File: src/rtl/riscv_pkg.sv
// ---------------------------------------------------------------------------
// riscv_pkg
// Shared fetch/execute definitions: instruction length, default reset and
// trap vectors, the PC-sequencer state encoding and the branch-op (funct3)
// encodings that the decoder and the compare unit both use.
// No ports.
// ---------------------------------------------------------------------------
package riscv_pkg;

   localparam int ILEN_BYTES = 4;

   localparam logic [31:0] DEF_RESET_PC = 32'h0000_0000;
   localparam logic [31:0] DEF_TRAP_VEC = 32'h0000_0100;

   // PC sequencer states
   typedef enum logic [1:0] {
      ST_BOOT   = 2'd0,
      ST_RUN    = 2'd1,
      ST_SHADOW = 2'd2,
      ST_TRAP   = 2'd3
   } state_e;

   // Branch-op encodings (funct3 of the B-type instructions)
   localparam logic [2:0] BR_EQ  = 3'b000;
   localparam logic [2:0] BR_NE  = 3'b001;
   localparam logic [2:0] BR_LT  = 3'b100;
   localparam logic [2:0] BR_GE  = 3'b101;
   localparam logic [2:0] BR_LTU = 3'b110;
   localparam logic [2:0] BR_GEU = 3'b111;

endpackage

File: src/rtl/pc_redirect_if.sv
// ---------------------------------------------------------------------------
// pc_redirect_if
// Bundles the EX-stage redirect inputs, the fetch-side control inputs and
// the fetch/trap outputs of pc_redirect.
//   slave  : the PC sequencer (consumes redirects, drives pc_o etc.)
//   master : the surrounding pipeline (drives redirects, consumes pc_o etc.)
// ---------------------------------------------------------------------------
interface pc_redirect_if;

   logic        stall_i;
   logic        imem_ready;
   logic        br_valid;
   logic        Br_en;
   logic [31:0] br_target;
   logic        jmp_valid;
   logic [31:0] jmp_target;
   logic [31:0] pc_o;
   logic        pc_valid;
   logic        flush_o;
   logic        misalign_exc;
   logic [31:0] exc_pc;
   logic [31:0] br_taken_cnt;

   modport slave (
      input  stall_i, imem_ready, br_valid, Br_en, br_target,
             jmp_valid, jmp_target,
      output pc_o, pc_valid, flush_o, misalign_exc, exc_pc, br_taken_cnt
   );

   modport master (
      output stall_i, imem_ready, br_valid, Br_en, br_target,
             jmp_valid, jmp_target,
      input  pc_o, pc_valid, flush_o, misalign_exc, exc_pc, br_taken_cnt
   );

endinterface

File: src/rtl/pc_shadow_cnt.sv
// ---------------------------------------------------------------------------
// pc_shadow_cnt
// Loadable 3-bit down-counter with a zero flag; times the redirect shadow.
// Ports:
//   clk, RSTn   : clock, synchronous active-low reset (count -> 0)
//   i_load      : load i_load_val (has priority over i_dec)
//   i_load_val  : value to load
//   i_dec       : decrement by one, saturating at zero
//   o_cnt       : current count
//   o_zero      : current count is zero
// ---------------------------------------------------------------------------
module pc_shadow_cnt (
   input  logic       clk,
   input  logic       RSTn,
   input  logic       i_load,
   input  logic [2:0] i_load_val,
   input  logic       i_dec,
   output logic [2:0] o_cnt,
   output logic       o_zero
);

   logic [2:0] r_cnt;

   always_ff @(posedge clk) begin
      if (!RSTn) begin
         r_cnt <= 3'd0;
      end else if (i_load) begin
         r_cnt <= i_load_val;
      end else if (i_dec && (r_cnt != 3'd0)) begin
         r_cnt <= r_cnt - 3'd1;
      end
   end

   assign o_cnt  = r_cnt;
   assign o_zero = (r_cnt == 3'd0);

endmodule

File: src/rtl/pc_redirect.sv
// ---------------------------------------------------------------------------
// pc_redirect
// Owns the fetch PC. Sequences PC+4 advance, taken-branch / jump redirects
// and misaligned-target traps. A redirect pulses flush_o combinationally and
// then opens a SHADOW-cycle window in which further redirects are ignored,
// so wrong-path branches still in ID/EX cannot redirect.
// Parameters:
//   RESET_PC : PC after reset
//   TRAP_VEC : PC after a misaligned-target trap
//   SHADOW   : redirect-ignore window in cycles, legal 1..7
// Ports:
//   clk       : rising-edge clock
//   RSTn      : synchronous active-low reset
//   bus.slave : stall_i, imem_ready, br_valid, Br_en, br_target, jmp_valid,
//               jmp_target in; pc_o, pc_valid, flush_o (combinational),
//               misalign_exc, exc_pc, br_taken_cnt out
// ---------------------------------------------------------------------------
module pc_redirect
   import riscv_pkg::*;
#(
   parameter logic [31:0] RESET_PC = DEF_RESET_PC,
   parameter logic [31:0] TRAP_VEC = DEF_TRAP_VEC,
   parameter int unsigned SHADOW   = 2
) (
   input  logic          clk,
   input  logic          RSTn,
   pc_redirect_if.slave  bus
);

   localparam logic [1:0] S_BOOT   = ST_BOOT;
   localparam logic [1:0] S_RUN    = ST_RUN;
   localparam logic [1:0] S_SHADOW = ST_SHADOW;
   localparam logic [1:0] S_TRAP   = ST_TRAP;

   localparam logic [2:0]  L_SHADOW = 3'(SHADOW);
   localparam logic [31:0] L_STEP   = 32'(ILEN_BYTES);

   logic [1:0]  r_state;
   logic [31:0] r_pc;
   logic [31:0] r_exc_pc;
   logic [31:0] r_br_cnt;

   logic        w_redirect;
   logic [31:0] w_tgt;
   logic        w_aligned;
   logic        w_pc_valid;
   logic        w_advance;
   logic        w_cnt_load;
   logic        w_cnt_dec;
   logic [2:0]  w_cnt;
   logic        w_cnt_zero;
   logic        w_shadow_done;

   // Only RUN accepts redirects; a jump outranks a simultaneous branch.
   assign w_redirect = (bus.jmp_valid | (bus.br_valid & bus.Br_en)) & (r_state == S_RUN);
   assign w_tgt      = bus.jmp_valid ? bus.jmp_target : bus.br_target;
   assign w_aligned  = (w_tgt[1:0] == 2'b00);
   assign w_pc_valid = (r_state == S_RUN) | (r_state == S_SHADOW);
   assign w_advance  = w_pc_valid & bus.imem_ready & ~bus.stall_i;

   // The window is armed both by an aligned redirect and by leaving TRAP.
   assign w_cnt_load = (w_redirect & w_aligned) | (r_state == S_TRAP);
   assign w_cnt_dec  = (r_state == S_SHADOW);

   // Leave SHADOW on the edge where the count reaches zero; the zero term
   // only guards against an out-of-range SHADOW of 0.
   assign w_shadow_done = w_cnt_zero | (w_cnt == 3'd1);

   pc_shadow_cnt u_shadow_cnt (
      .clk        (clk),
      .RSTn       (RSTn),
      .i_load     (w_cnt_load),
      .i_load_val (L_SHADOW),
      .i_dec      (w_cnt_dec),
      .o_cnt      (w_cnt),
      .o_zero     (w_cnt_zero)
   );

   always_ff @(posedge clk) begin
      if (!RSTn) begin
         r_state  <= S_BOOT;
         r_pc     <= RESET_PC;
         r_exc_pc <= 32'h0;
         r_br_cnt <= 32'h0;
      end else begin
         case (r_state)
            S_BOOT: begin
               r_state <= S_RUN;
            end
            S_RUN: begin
               // A redirect overrides stall and memory back-pressure.
               if (w_redirect) begin
                  if (w_aligned) begin
                     r_pc    <= w_tgt;
                     r_state <= S_SHADOW;
                     if (!bus.jmp_valid) begin
                        r_br_cnt <= r_br_cnt + 32'd1;
                     end
                  end else begin
                     r_exc_pc <= w_tgt;
                     r_state  <= S_TRAP;
                  end
               end else if (w_advance) begin
                  r_pc <= r_pc + L_STEP;
               end
            end
            S_SHADOW: begin
               if (w_advance) begin
                  r_pc <= r_pc + L_STEP;
               end
               if (w_shadow_done) begin
                  r_state <= S_RUN;
               end
            end
            default: begin
               r_pc    <= TRAP_VEC;
               r_state <= S_SHADOW;
            end
         endcase
      end
   end

   assign bus.pc_o         = r_pc;
   assign bus.pc_valid     = w_pc_valid;
   assign bus.flush_o      = RSTn & w_redirect;
   assign bus.misalign_exc = (r_state == S_TRAP);
   assign bus.exc_pc       = r_exc_pc;
   assign bus.br_taken_cnt = r_br_cnt;

endmodule

File: src/flat_wrapper.sv
// flat-port wrapper written by rule: the top's interface ports become plain ports
module pc_redirect_flat import riscv_pkg::*;
#(
   parameter logic [31:0] RESET_PC = DEF_RESET_PC,
   parameter logic [31:0] TRAP_VEC = DEF_TRAP_VEC,
   parameter int unsigned SHADOW   = 2
)
  (clk, RSTn, bus_stall_i, bus_imem_ready, bus_br_valid, bus_Br_en, bus_br_target, bus_jmp_valid, bus_jmp_target, bus_pc_o, bus_pc_valid, bus_flush_o, bus_misalign_exc, bus_exc_pc, bus_br_taken_cnt);
  pc_redirect_if bus_i ();
  input  logic clk;
  input  logic RSTn;
  input wire logic [$bits(bus_i.stall_i)-1:0] bus_stall_i;
  input wire logic [$bits(bus_i.imem_ready)-1:0] bus_imem_ready;
  input wire logic [$bits(bus_i.br_valid)-1:0] bus_br_valid;
  input wire logic [$bits(bus_i.Br_en)-1:0] bus_Br_en;
  input wire logic [$bits(bus_i.br_target)-1:0] bus_br_target;
  input wire logic [$bits(bus_i.jmp_valid)-1:0] bus_jmp_valid;
  input wire logic [$bits(bus_i.jmp_target)-1:0] bus_jmp_target;
  output wire logic [$bits(bus_i.pc_o)-1:0] bus_pc_o;
  output wire logic [$bits(bus_i.pc_valid)-1:0] bus_pc_valid;
  output wire logic [$bits(bus_i.flush_o)-1:0] bus_flush_o;
  output wire logic [$bits(bus_i.misalign_exc)-1:0] bus_misalign_exc;
  output wire logic [$bits(bus_i.exc_pc)-1:0] bus_exc_pc;
  output wire logic [$bits(bus_i.br_taken_cnt)-1:0] bus_br_taken_cnt;
  assign bus_i.stall_i = bus_stall_i;
  assign bus_i.imem_ready = bus_imem_ready;
  assign bus_i.br_valid = bus_br_valid;
  assign bus_i.Br_en = bus_Br_en;
  assign bus_i.br_target = bus_br_target;
  assign bus_i.jmp_valid = bus_jmp_valid;
  assign bus_i.jmp_target = bus_jmp_target;
  assign bus_pc_o = bus_i.pc_o;
  assign bus_pc_valid = bus_i.pc_valid;
  assign bus_flush_o = bus_i.flush_o;
  assign bus_misalign_exc = bus_i.misalign_exc;
  assign bus_exc_pc = bus_i.exc_pc;
  assign bus_br_taken_cnt = bus_i.br_taken_cnt;
  pc_redirect #(.RESET_PC(RESET_PC), .TRAP_VEC(TRAP_VEC), .SHADOW(SHADOW)) u_core (.clk(clk), .RSTn(RSTn), .bus(bus_i));
endmodule
File: config.mk
export PLATFORM = sky130hd
export DESIGN_NAME = pc_redirect_flat
export DESIGN_NICKNAME = d
export VERILOG_FILES = /design/src/rtl/riscv_pkg.sv /design/src/rtl/pc_redirect_if.sv /design/src/rtl/pc_shadow_cnt.sv /design/src/rtl/pc_redirect.sv /design/src/flat_wrapper.sv
export SDC_FILE = /design/constraint.sdc
export NUM_CORES = 1
export LEC_CHECK = 0
export BUFFER_PORTS_ARGS = -buffer_cell sky130_fd_sc_hd__clkbuf_2
export CORE_MARGIN = 1
export CORE_UTILIZATION = 45
export CTS_BUF_LIST = sky130_fd_sc_hd__clkbuf_4
export DETAILED_ROUTE_END_ITERATION = 7
export PLACE_DENSITY = 0.72
export SLEW_MARGIN = 20
export SYNTH_ARGS = -nofsm -noshare
export SYNTH_HDL_FRONTEND = slang
export SYNTH_SLANG_ARGS = --single-unit
File: constraint.sdc
create_clock -name clk -period 3.5 [get_ports clk]
set_input_delay 0.7 -clock clk [delete_from_list [all_inputs] [get_ports clk]]
set_output_delay 0.7 -clock clk [all_outputs]
set_load 0.005 [all_outputs]
==> results.cfg <==
[synth]
syn_area_per_cell_um2 = 8.17
ys_warn_count = 0
synth_cell_types = 71
yosysTopAreaCell = dfxtp_1
synth_top_area_share = 0.358
synth_area_um2 = 5650
synth_nets = 771
synth_commonest_cells = 101 x dfxtp_1, 95 x nor2_1, 59 x nand2_1
ys_seq_area_frac = 0.358
syn_inst = 691
yosys_register_bits = 101
async_flop_share = 0
synth_edf_count = 0
ys.flop_type = dfxtp_1
yosys.cell_count.top_type = dfxtp_1
synth_area_leaders = dfxtp_1 36%, nor2_1 6.3%, nand2_1 3.9%

[clock_network]
cts.path.max_buffers = 2
cts_resized = 0
tritoncts = yes
htreeDepth = 3
insertion_delay_ns = 0.49
post_cts_buffers = 0
cts.clk_slew.worst_paths_ns = 0.15
clock_sinks = 101
cts-buffers-inserted = 9
cts-root-buf = clkbuf_4
hold_buffers = 0

[placement]
io_buffers = 169
place_ws_ns = 0.564
place.gp.congestion = 0.831
hpwlAfterDp_um = 13200
placed_area_um2 = 6670
dp.cells = 1006

[worst_hold_path]
hold_class = flop to flop
min_from = u_core.bus.exc_pc[31]

[critical_path]
required_ns = 3.93
crit_arrival_ns = 3.50
timing.rr.start = u_core.r_state[0]
crit_start = u_core.r_state[0]
criticalPathCategory = flop to flop
start_kind = flop
worstSetupEndpointType = flop
crit_path_max_fanout = 6

[floorplan]
num_io_pins = 170
die_area_um2 = 13000
row_count = 40
die_y_um = 114
fp.coreArea_um2 = 12100
initial_utilization = 0.466
dieWidth_um = 114

[sta]
fin_tns_setup_ns = 0
fin_crit_sh = 0.877
min_period_ns = 3.07
rsz0062_at_grt = no
finalWorstSetupSlack_ns = 0.432
maxSlewHeadroom = 0.283
skew_ns = 0.0170
slew_violations = 0
worst_pin_slew_ns = 1.07
final-hold-violation-count = 0
fmax_ghz = 0.326
setup_violations = 0

[pwr]
pwr-share-seq = 0.404
p_sw_frac = 0.407
pwr-share-clk = 0.186
p_int_w = 0.00202
ir_worst_vdd_v = 0.000261
power_density_nw_per_um2 = 499
power_switching_w = 0.00139
power_frac_comb = 0.411
p_leak_nw = 2.78

[route]
drc = 0
ant_nets = 0
firstDrtPassIters = 5
viasPerCell = 5.90
routedWlPerCell_um = 17.1
totalWireLength_um = 17500
num_vias = 6029
drtIter0Drc = 307

[final_layout]
num_antenna_cells = 0
final_core_util = 0.562
fin_cells = 1022
nets = 929
areaGrowthSynthToFinish_pct = 20.6
drive_gt1_frac = 0.270
final_area_um2 = 6810

[run_status]
status = completed

[flow_run]
maxCapViolations = 0

[global_route]
grt_overflow_total = 0
grtUsageTotal = 0.267
grt_pass1_vias = 5553
grt_max_degree = 40
antenna_found_initial = 0
grt_pass1_wl_um = 27400
==> metal layers <==
| layer | part of all wire | global-route usage | wire (µm) |
|---|---|---|---|
| met5 | 0 | 0 | 0 |
| met4 | 0.035 | 0.134 | 606 |
| met3 | 0.076 | 0.0584 | 1320 |
| met2 | 0.48 | 0.455 | 8310 |
| met1 | 0.41 | 0.316 | 7230 |
==> placed cells by master (no fill, tap or decap), drive strengths merged, types with 19 or more instances in the layout <==
master / instances
mux2i: 22
nor2: 95
nand4: 20
nand3: 20
a21oi: 38
clkbuf: 179
xnor2: 22
nor3: 26
inv: 19
dfxtp: 101
nand2: 59
==> cell type report <==
type,instances,area [µm²]
fillers,1195,5300
clock inverters,6,63.8
clock buffers,10,75.1
well taps,168,210
multi-input cells,533,3400
repair buffers,185,966
flip-flops and latches,101,2020
inverters,19,71.3
==> power by group through the flow <==
| stage | Clock [W] | Sequential, W | Combinational, W |
|---|---|---|---|
| after detailed placement | 0 | 0.00140 | 0.00137 |
| after global placement | 0 | 0.00139 | 0.00134 |
| final | 0.000632 | 0.00137 | 0.00140 |
| after floorplan | 0 | 0.00139 | 0.000864 |
| after global routing | 0.000697 | 0.00139 | 0.00152 |
| after CTS | 0.000651 | 0.00137 | 0.00138 |
==> state kept, by name, summed over array words and instances, names as in the netlist <==
| register | cells |
|---|---|
| u_core.r_state | 2 |
| u_core.bus.pc_o | 32 |
| u_core.bus.br_taken_cnt | 32 |
| u_core.bus.exc_pc | 32 |
| u_core.u_shadow_cnt.o_cnt | 3 |
==> worst paths after layout <==
kind                                               to  slack [ns]  cells after the start
worst min-delay path            u_core.bus.exc_pc[31]        0.47                      2
worst max-delay path              u_core.bus.pc_o[19]        0.43                      7
worst min register to register  u_core.bus.exc_pc[31]        0.47                      2
worst max register to register    u_core.bus.pc_o[19]        0.43                      7
==> through the flow <==
| stage | total power, W | hold WS [ns] |
|---|---|---|
| after global routing | 0.00361 | 0.471 |
| final | 0.00340 | 0.470 |
| after floorplan | 0.00225 | 0.453 |
| after detailed placement | 0.00277 | 0.451 |
| after global placement | 0.00273 | 0.448 |
| after CTS | 0.00340 | 0.464 |
==> logic make-up (layout without fill, tap and decap cells) <==
logic type | after synthesis | after routing | share of synthesized area
fa+ha+maj | 9 | 9 | 0.0199
mux | 36 | 36 | 0.0669
buf+inv | 57 | 220 | 0.0408
simple gates | 307 | 307 | 0.278
compound gates | 152 | 152 | 0.191
flops | 101 | 101 | 0.358
xor+xnor | 29 | 29 | 0.0450
==> critical path, cell delays in order, from the launching register on <==
cell	delay, ns
dfxtp_1	0.40
inv_1	0.09
ha_1	0.40
nand3b_1	0.23
nor4_1	0.93
nand3_1	0.28
or4_1	0.52
a31oi_1	0.15
Note: power is estimated with default switching activity, not from simulation.
